===== src/rtl/demux_l2.sv =====
// 1:2 byte demux: rebuilds lane 0 / lane 1 pairs from a serialized clk_4f byte stream, aligned to the first valid byte.
// Pair is registered on the lane 1 edge and held for two clk_4f cycles; no backpressure, consumer samples at clk_2f rate.
module demux_l2 #(
    parameter int DATA_W     = 8,
    parameter int IDLE_LIMIT = 16
) (
    input  logic              clk_4f,
    input  logic              reset,
    input  logic [DATA_W-1:0] data_000,
    input  logic              valid_000,
    output logic [DATA_W-1:0] data_00,
    output logic              valid_00,
    output logic [DATA_W-1:0] data_11,
    output logic              valid_11,
    output logic              locked
);

    typedef enum logic [1:0] {
        UNLOCKED = 2'd0,
        LANE0    = 2'd1,
        LANE1    = 2'd2
    } state_t;

    state_t            state;
    logic [7:0]        idle_cnt;
    logic [DATA_W-1:0] hold_dat;
    logic              hold_vld;
    logic              idle_expire;

    // Loss of activity wins over any pair write scheduled on the same edge.
    assign idle_expire = (state != UNLOCKED) && !valid_000 &&
                         (idle_cnt == 8'(IDLE_LIMIT - 1));

    always_ff @(posedge clk_4f or posedge reset) begin
        if (reset) begin
            state    <= UNLOCKED;
            locked   <= 1'b0;
            idle_cnt <= 8'd0;
            hold_dat <= '0;
            hold_vld <= 1'b0;
            data_00  <= '0;
            valid_00 <= 1'b0;
            data_11  <= '0;
            valid_11 <= 1'b0;
        end else if (idle_expire) begin
            state    <= UNLOCKED;
            locked   <= 1'b0;
            idle_cnt <= 8'd0;
            hold_vld <= 1'b0;
            valid_00 <= 1'b0;
            valid_11 <= 1'b0;
        end else begin
            case (state)
                UNLOCKED: begin
                    idle_cnt <= 8'd0;
                    if (valid_000) begin
                        hold_dat <= data_000;
                        hold_vld <= 1'b1;
                        state    <= LANE1;
                        locked   <= 1'b1;
                    end
                end
                LANE0: begin
                    idle_cnt <= valid_000 ? 8'd0 : idle_cnt + 8'd1;
                    hold_dat <= data_000;
                    hold_vld <= valid_000;
                    state    <= LANE1;
                end
                LANE1: begin
                    idle_cnt <= valid_000 ? 8'd0 : idle_cnt + 8'd1;
                    // Invalid bytes keep the last good data; only the valid flag drops.
                    valid_00 <= hold_vld;
                    if (hold_vld) data_00 <= hold_dat;
                    valid_11 <= valid_000;
                    if (valid_000) data_11 <= data_000;
                    state    <= LANE0;
                end
                default: begin
                    state    <= UNLOCKED;
                    locked   <= 1'b0;
                    idle_cnt <= 8'd0;
                end
            endcase
        end
    end

endmodule


===== config.mk =====
export PLATFORM = sky130hd
export DESIGN_NAME = demux_l2
export DESIGN_NICKNAME = d
export VERILOG_FILES = /design/src/rtl/demux_l2.sv
export SDC_FILE = /design/constraint.sdc
export NUM_CORES = 1
export LEC_CHECK = 0
export CAP_MARGIN = 15
export CORE_MARGIN = 1.5
export CORE_UTILIZATION = 40
export CTS_CLUSTER_DIAMETER = 30
export CTS_CLUSTER_SIZE = 16
export DETAILED_ROUTE_END_ITERATION = 6
export PLACE_DENSITY = 0.66
export SKIP_LAST_GASP = 1
export SYNTH_ARGS = -nofsm -noshare
export SYNTH_HDL_FRONTEND = slang
export SYNTH_SLANG_ARGS = --single-unit

===== constraint.sdc =====
create_clock -name clk_4f -period 1.72 [get_ports clk_4f]
set_input_delay 0.344 -clock clk_4f [delete_from_list [all_inputs] [get_ports clk_4f]]
set_output_delay 0.344 -clock clk_4f [all_outputs]
set_load 0.03 [all_outputs]

==> run_results.csv, run 1 <==
group,metric,value,unit
layout,multi_input_area,724,µm²
floorplan,top_level_port_count,30,
timing,setup_violations,0,
timing,timing_max_transition_violations_final,0,
critical_path,worstPathRequired,1.89,ns
yosys,synth_commonest_cells,"38 x sky130_fd_sc_hd__dfrtp_1, 24 x sky130_fd_sc_hd__mux2_2, 9 x sky130_fd_sc_hd__nand2_1",
timing,rsz0062_at_grt,"true",
yosys,syn-instance-count,128,
routing,drcViolationCount,0,
clock_network,cts.root.buffer_cell,"sky130_fd_sc_hd__clkbuf_8",
timing,finalCriticalPeriod,1.69,ns
yosys,post_synth_main_area_contributors,"sky130_fd_sc_hd__dfrtp_1 57%, sky130_fd_sc_hd__mux2_2 16%, sky130_fd_sc_hd__ha_1 3.8%",
floorplan,die_h,67.5,µm
timing,final_critical_path_setup_slack,0.0324,ns
timing,clock.fmax,593,MHz
yosys,most_common_flop_cell_mapped_by_yosys,"sky130_fd_sc_hd__dfrtp_1",
yosys,synthesis.area,1660,µm²
power,power.combinational.fraction,53.8,%
global_route,overflow,0,
routing,route.vias.total,1179,
critical_path,kind_of_critical_path,"reg -> reg",
min_path,min-delay-path-class,"in -> async",
power,power.density_cell_area,1960,nW/µm²
clock_network,clk_pin_slew,0.07,ns
global_route,groute.usage.overall,16.7,%
layout,antenna-diode-count,0,
yosys,synth.largest_area_cell,"sky130_fd_sc_hd__dfrtp_1",
timing,worst_slew_pin_slew,0.318,ns
routing,routed_via_density,5.13,
critical_path,worst_setup_path_start_kind,"flop",
routing,detail-route-antenna-nets,0,
floorplan,initial_cell_density_of_the_core,41.5,%
yosys,seq_area_frac_synth,57.2,%
critical_path,crit_path_end_kind,"flop",
critical_path,critical-path-max-stage-delay,0.38,ns
layout,layout-drive-gt1-share,35.0,%
timing,timing.slew.headroom,78.7,%
layout,final_nets,195,
power,clockPowerShare,13.5,%
critical_path,cp.arrival,1.85,ns
global_route,grt_pass1_vias,1247,
place,placement.io_buffers,29,
power,seq_power_share,32.7,%
power,power_report.internal_total,2.88,mW
clock_network,ctsHtreeMaxLevel,2,
floorplan,placementRows,23,
clock_network,cts_tree,"built",
critical_path,timing.critical_path.cells,"inv_2, ha_4, nor4_4, buf_4, a31oi_4, buf_12, mux2_4",
power,cellLeakagePower,0.998,nW
timing,min_period_over_period,98.1,%
timing,finalHoldViolations,0,
routing,wl_per_cell,14.5,µm
critical_path,worst_path_dominant_cell_family,"buffers and inverters",
routing,total_length_of_routed_wires,3340,µm
place,placed_cells_incl_taps,220,
power,worst_ir_drop_on_vdd,0.601,mV
yosys,synth_area_per_cell,13.0,µm²
clock_network,clock_sink_count,38,
floorplan,dieArea,4550,µm²
yosys,number_of_enable_type_register_cells_in_the_synthesized_netlist,0,
critical_path,crit_slowest_cell,"sky130_fd_sc_hd__dfrtp_1",
floorplan,coreArea,4000,µm²
power,switching_power,1.66,mW
place,placement.setup.worst_slack,-0.292,ns
critical_path,cp.buffers_inverters,3,
yosys,synth_largest_type_area_fraction,57.2,%
outcome,run_status,"finished, final reports clean",
routing,drtPass1Iterations,4,
floorplan,die_w,67.5,µm
critical_path,timing.critical_path.fanout_max,8,
power,power_switching_share,36.5,%
layout,instances_no_fill,230,
place,globalplace.congestion,0.751,
global_route,grt_start_max_net_pins,39,
routing,detail_route.iter0.violations,40,
run,count_of_maximum_capacitance_violations,0,
yosys,yosys.cell_types.count,30,
layout,nFillCells,316,
global_route,grt_pass1_wl,5500,µm
layout,synthToLayoutAreaGrowth,39.7,%
yosys,synth_nets,144,
yosys,ys_async_sr_fraction,100,%
layout,postLayoutCoreUtil,58.0,%
yosys,ys_ff_latch,38,
clock_network,cts_max_path_buffers,2,
clock_network,cts_hold_buf,0,
layout,area.sequential,951,µm²
clock_network,insertion_delay,0.28,ns
timing,final.setup_skew,0.00614,ns
global_route,grt_antenna_before_repair,0,
clock_network,cts_made_buffers,5,
yosys,synth_warn,0,
yosys,post-synth-top-count-cell,"sky130_fd_sc_hd__dfrtp_1",
worst register-to-register path, stage by stage (launching register included):
cell	delay, ns
sky130_fd_sc_hd__dfrtp_1	0.38
sky130_fd_sc_hd__inv_2	0.07
sky130_fd_sc_hd__ha_4	0.19
sky130_fd_sc_hd__nor4_4	0.23
sky130_fd_sc_hd__buf_4	0.16
sky130_fd_sc_hd__a31oi_4	0.09
sky130_fd_sc_hd__buf_12	0.16
sky130_fd_sc_hd__mux2_4	0.30
per-stage QoR:
step | hold WS [ns] | setup TNS, ns | total power, mW | cell area, µm²
after CTS | 0.410 | -0.00930 | 4.40 | 2270
after floorplan | 0.452 | 0 | 2.78 | 1660
after global placement | 0.469 | -3.60 | 3.66 | 2160
final | 0.405 | 0 | 4.54 | 2320
after detailed placement | 0.488 | -4.60 | 3.74 | 2160
after global routing | 0.419 | -0.483 | 4.83 | 2320
cells by family (layout without fill, tap and decap cells):
kind of cell / Yosys count / in the layout / share of synthesized area (%)
mux: 25 / 25 / 16.9
fa+ha+maj: 5 / 5 / 3.77
simple gates: 28 / 28 / 9.49
buf+inv: 10 / 62 / 2.33
compound gates: 20 / 20 / 9.26
xor+xnor: 2 / 2 / 1.05
flops: 38 / 38 / 57.2
cell type report:
| class | instances | share of cell area [%] |
|---|---|---|
| sequential | 38 | 41.0 |
| clock buffer | 6 | 3.56 |
| inverter | 8 | 1.29 |
| tap | 50 | 2.70 |
| multi-input combinational | 80 | 31.2 |
| clock inverter | 2 | 0.539 |
| timing repair buffer | 46 | 19.7 |
flip-flops by register name, indices dropped and copies added, names as in the netlist:
name and cells:
valid_11 1, valid_00 1, data_11 8, idle_cnt 8
locked 1, hold_vld 1, state 2, data_00 8
hold_dat 8
path summary, 6_finish.rpt:
check / startpoint / to / slack, ns / cells past startpoint
max: state[1] / data_00[4] / 0.03 / 7
min reg2reg: idle_cnt[0] / idle_cnt[0] / 0.49 / 1
max in group asynchronous: reset / hold_vld / 1.13 / 3
min in group clk_4f: idle_cnt[0] / idle_cnt[0] / 0.49 / 1
max reg2reg: state[1] / data_00[4] / 0.03 / 7
min: reset / hold_dat[4] / 0.41 / 3
timing repair:
action | CTS | global route
buffers inserted | 0 | 2
endpoints found under the setup margin | 21 | 20
pin swaps | 1 | 5
gates resized for setup | 4 | 11
metal layers:
layer  vias up  part of all wire (%)  GRT usage, %
met5         -                     0             0
met4         0                  0.96          4.59
met3         4                   4.6          5.67
met2        28                    53          31.3
met1       590                    41          17.6
li1        557                     -             -
cell usage in the layout (no fill, tap or decap), types with 2 or more instances in the layout:
cell and count:
sky130_fd_sc_hd__ha_1 4, sky130_fd_sc_hd__a21oi_1 6, sky130_fd_sc_hd__inv_2 2, sky130_fd_sc_hd__mux2_2 20, sky130_fd_sc_hd__buf_4 14, sky130_fd_sc_hd__clkdlybuf4s50_1 28, sky130_fd_sc_hd__o31ai_1 2, sky130_fd_sc_hd__nand2_1 8
sky130_fd_sc_hd__dfrtp_1 38, sky130_fd_sc_hd__or3_1 3, sky130_fd_sc_hd__buf_12 3, sky130_fd_sc_hd__nand3_1 3, sky130_fd_sc_hd__clkbuf_8 6, sky130_fd_sc_hd__o21ai_0 5, sky130_fd_sc_hd__nor2_1 5, sky130_fd_sc_hd__mux2_4 4
sky130_fd_sc_hd__a31oi_4 2, sky130_fd_sc_hd__inv_1 6
power by group through the flow:
stage	Sequential, mW	Combinational, mW	Clock (mW)
6_report	1.48	2.44	0.614
5_1_grt	1.53	2.62	0.679
4_1_cts	1.48	2.28	0.636
3_5_place_dp	1.50	2.24	0
3_3_place_gp	1.46	2.20	0
2_1_floorplan	1.92	0.860	0
Note: power is estimated with default switching activity, not from simulation.
==> run 2: changes to the inputs <==
--- a/config.mk
+++ b/config.mk
@@ -12,7 +12,7 @@
 export CTS_CLUSTER_SIZE = 16
 export DETAILED_ROUTE_END_ITERATION = 6
 export PLACE_DENSITY = 0.66
-export SKIP_LAST_GASP = 1
+export SLEW_MARGIN = 20
 export SYNTH_ARGS = -nofsm -noshare
 export SYNTH_HDL_FRONTEND = slang
 export SYNTH_SLANG_ARGS = --single-unit
==> results of run 2 <==
The final DEF is identical to that of run 1; final timing and power are the same.
==> RTL change, RTL diff (settings of run 2) <==
Register the inputs `data_000` and `valid_000` before use, with the module's reset. The logic sees them one clock later.
--- a/src/rtl/demux_l2.sv
+++ b/src/rtl/demux_l2.sv
@@ -21,6 +21,19 @@
         LANE1    = 2'd2
     } state_t;
 
+    logic [DATA_W-1:0] data_000_q;
+    logic valid_000_q;
+
+    always_ff @(posedge clk_4f or posedge reset) begin
+        if (reset) begin
+            data_000_q  <= '0;
+            valid_000_q <= '0;
+        end else begin
+            data_000_q  <= data_000;
+            valid_000_q <= valid_000;
+        end
+    end
+
     state_t            state;
     logic [7:0]        idle_cnt;
     logic [DATA_W-1:0] hold_dat;
@@ -28,7 +41,7 @@
     logic              idle_expire;
 
     // Loss of activity wins over any pair write scheduled on the same edge.
-    assign idle_expire = (state != UNLOCKED) && !valid_000 &&
+    assign idle_expire = (state != UNLOCKED) && !valid_000_q &&
                          (idle_cnt == 8'(IDLE_LIMIT - 1));
 
     always_ff @(posedge clk_4f or posedge reset) begin
@@ -53,26 +66,26 @@
             case (state)
                 UNLOCKED: begin
                     idle_cnt <= 8'd0;
-                    if (valid_000) begin
-                        hold_dat <= data_000;
+                    if (valid_000_q) begin
+                        hold_dat <= data_000_q;
                         hold_vld <= 1'b1;
                         state    <= LANE1;
                         locked   <= 1'b1;
                     end
                 end
                 LANE0: begin
-                    idle_cnt <= valid_000 ? 8'd0 : idle_cnt + 8'd1;
-                    hold_dat <= data_000;
-                    hold_vld <= valid_000;
+                    idle_cnt <= valid_000_q ? 8'd0 : idle_cnt + 8'd1;
+                    hold_dat <= data_000_q;
+                    hold_vld <= valid_000_q;
                     state    <= LANE1;
                 end
                 LANE1: begin
-                    idle_cnt <= valid_000 ? 8'd0 : idle_cnt + 8'd1;
+                    idle_cnt <= valid_000_q ? 8'd0 : idle_cnt + 8'd1;
                     // Invalid bytes keep the last good data; only the valid flag drops.
                     valid_00 <= hold_vld;
                     if (hold_vld) data_00 <= hold_dat;
-                    valid_11 <= valid_000;
-                    if (valid_000) data_11 <= data_000;
+                    valid_11 <= valid_000_q;
+                    if (valid_000_q) data_11 <= data_000_q;
                     state    <= LANE0;
                 end
                 default: begin
Formal check against the unedited RTL: not equivalent (a bounded check fails within 4 cycles, from zero or initial values and one cycle with reset high).
==> RTL change against run 2 <==
Sequential cell count increased by 9; final cell count increased by 7.4%; cell area increased by 14%; sequential share of layout area increased by 3.6 points; wire length increased by 11%; clock power increased by 8.1%; worst setup slack got worse by 0.021 ns; power increased by 5.3%; global-route usage decreased by 0.94 points; synthesized area increased by 16%; clock skew about the same; critical path type unchanged.
==> RTL change: results (changes against run 2) <==
Synthesis
After synthesis, the cell types taking the most area are sky130_fd_sc_hd__dfrtp_1, sky130_fd_sc_hd__mux2_2, sky130_fd_sc_hd__ha_1. The count of unique library cells instantiated by Yosys was 31 (+3.3%). Counting instances in the post-synthesis netlist gives the leading cell types as sky130_fd_sc_hd__dfrtp_1, sky130_fd_sc_hd__mux2_2, sky130_fd_sc_hd__a21oi_1. The total nets after synthesis is 154 (+6.9%). The proportion of synthesized chip area in sequential cells is 61.2% (+3.9 points).

Critical path
The most critical setup path has its endpoint at hold_dat[0]$_DFFE_PP0P_. The register-to-register setup slack was 0.01 ns (-0.02 ns). The arrival time at the worst endpoint is 1.89 ns (+0.04 ns).

The highest fanout seen on the critical path is 3 (-5). The most critical setup path has its startpoint at state[0]$_DFFE_PP0P_. The number of cell instances on the worst register-to-register path was 6 (-1).

Layout
The proportion of layout cells with a drive suffix above 1 is 35.2% (+0.23 points). The final-stage net count is 208 (+6.7%).

Power and ir drop
The maximum vdd ir drop is 1100 uV (+83%). The relative contribution of the clock network to total power is 13.9% (+0.4 points). The cell-internal power is 3.04 mW (+5.6%). The power share of the combinational group is 50.4% (-3.4 points). The leakage power is 1.21 nW (+21%).

Clocking
The post-CTS clock slew at the launch and capture registers of the worst setup and hold paths was 0.09 ns (+0.02 ns). The later-pin clock latency in the skew report is 0.30 ns (+0.02 ns).

GRT
The number of global-route vias before repair is 1348 (+8.1%). The first-pass GRT wire length was 6180 um (+12%). The all-layer global routing usage was 15.7% (-0.94 points).

The maximum number of pins on one net before global-route repair is 33 (-15%).

Detailed routing
The wire length per cell after detailed routing is 15.0 um (+3.5%). The count of routing violations after the opening detailed-route iteration was 31 (-23%). The detailed-route vias per instance is 5.23 (+2.1%).

Place
The final weighted congestion of routability-driven global placement was 0.803 (+7.0%). The instance area at placement is 2430 sq um (+13%).

STA
The headroom to the max-slew limit came to 74.4% (-4.3 points). The worst clock skew came to 0.00649 ns (+0.000351 ns).

Outcome
The run finished with clean final reports.
==> RTL change: cells by family (layout without fill, tap and decap cells) <==
group | Yosys count | after routing | share of synthesized area [%]
flops | 47 | 47 | 61.2
fa+ha+maj | 5 | 5 | 3.25
compound gates | 20 | 20 | 7.68
xor+xnor | 2 | 2 | 0.911
buf+inv | 8 | 63 | 2.54
simple gates | 31 | 31 | 9.82
mux | 25 | 25 | 14.6
==> RTL change: area by class of cell <==
| type | instances | area [sq um] |
|---|---|---|
| Inverter | 5 | 18.8 |
| Multi-Input combinational cell | 83 | 781 |
| Sequential cell | 47 | 1180 |
| Clock buffer | 6 | 72.6 |
| Fill cell | 373 | 2020 |
| Clock inverter | 2 | 16.3 |
| Tap cell | 54 | 67.6 |
| Timing Repair Buffer | 50 | 507 |
==> RTL change: worst min path at each step <==
| stage | slack [ns] | depth (start not counted) | to |
|---|---|---|---|
| 2_1_floorplan | 0.38 | 0 | data_000_q[0]$_DFF_PP0_ |
| 3_3_place_gp | 0.48 | 1 | hold_dat[5]$_DFFE_PP0P_ |
| 3_5_place_dp | 0.49 | 1 | data_11[4]$_DFFE_PP0P_ |
| 4_1_cts | 0.34 | 2 | idle_cnt[0]$_DFF_PP0_ |
| 5_1_grt | 0.35 | 2 | idle_cnt[7]$_DFF_PP0_ |
| 6_report | 0.33 | 2 | idle_cnt[6]$_DFF_PP0_ |
==> RTL change: critical path, stage by stage (launching register included) <==
cell and delay (ns):
sky130_fd_sc_hd__dfrtp_1 0.41, sky130_fd_sc_hd__buf_4 0.17, sky130_fd_sc_hd__ha_4 0.16, sky130_fd_sc_hd__mux2_4 0.29
sky130_fd_sc_hd__o41ai_4 0.06, sky130_fd_sc_hd__buf_4 0.21, sky130_fd_sc_hd__mux2_4 0.30
==> RTL change: metrics by stage <==
| step | setup slack, ns | power (mW) | cells | TNS [ns] | util (%) |
|---|---|---|---|---|---|
| 6_report | 0.0118 | 4.78 | 247 | 0 | 56.6 |
| 5_1_grt | -0.0328 | 5.06 | 247 | -0.150 | 56.6 |
| 4_1_cts | -0.00891 | 4.72 | 247 | -0.0114 | 55.3 |
| 3_5_place_dp | -0.172 | 3.87 | 236 | -1.82 | 52.1 |
| 3_3_place_gp | -0.126 | 3.80 | 236 | -1.25 | 52.1 |
| 2_1_floorplan | -0.0253 | 3.02 | 138 | -0.202 | - |
==> RTL change: per-layer routing <==
metal  wire, um  vias to the layer above  part of all wire (%)  global-route usage [%]
met5          0                        -                     0                       0
met4         53                        0                   1.4                    5.66
met3        142                        7                   3.8                    4.44
met2       1900                       30                    51                    26.7
met1       1620                      655                    44                    19.1
li1           -                      601                     -                       -
==> RTL change: timing repair <==
action                                  CTS  global route
buffers inserted                          3             0
gates cloned                              0             0
pin swaps                                 3             2
endpoints found under the setup margin   16            23
resized for setup                         7            19
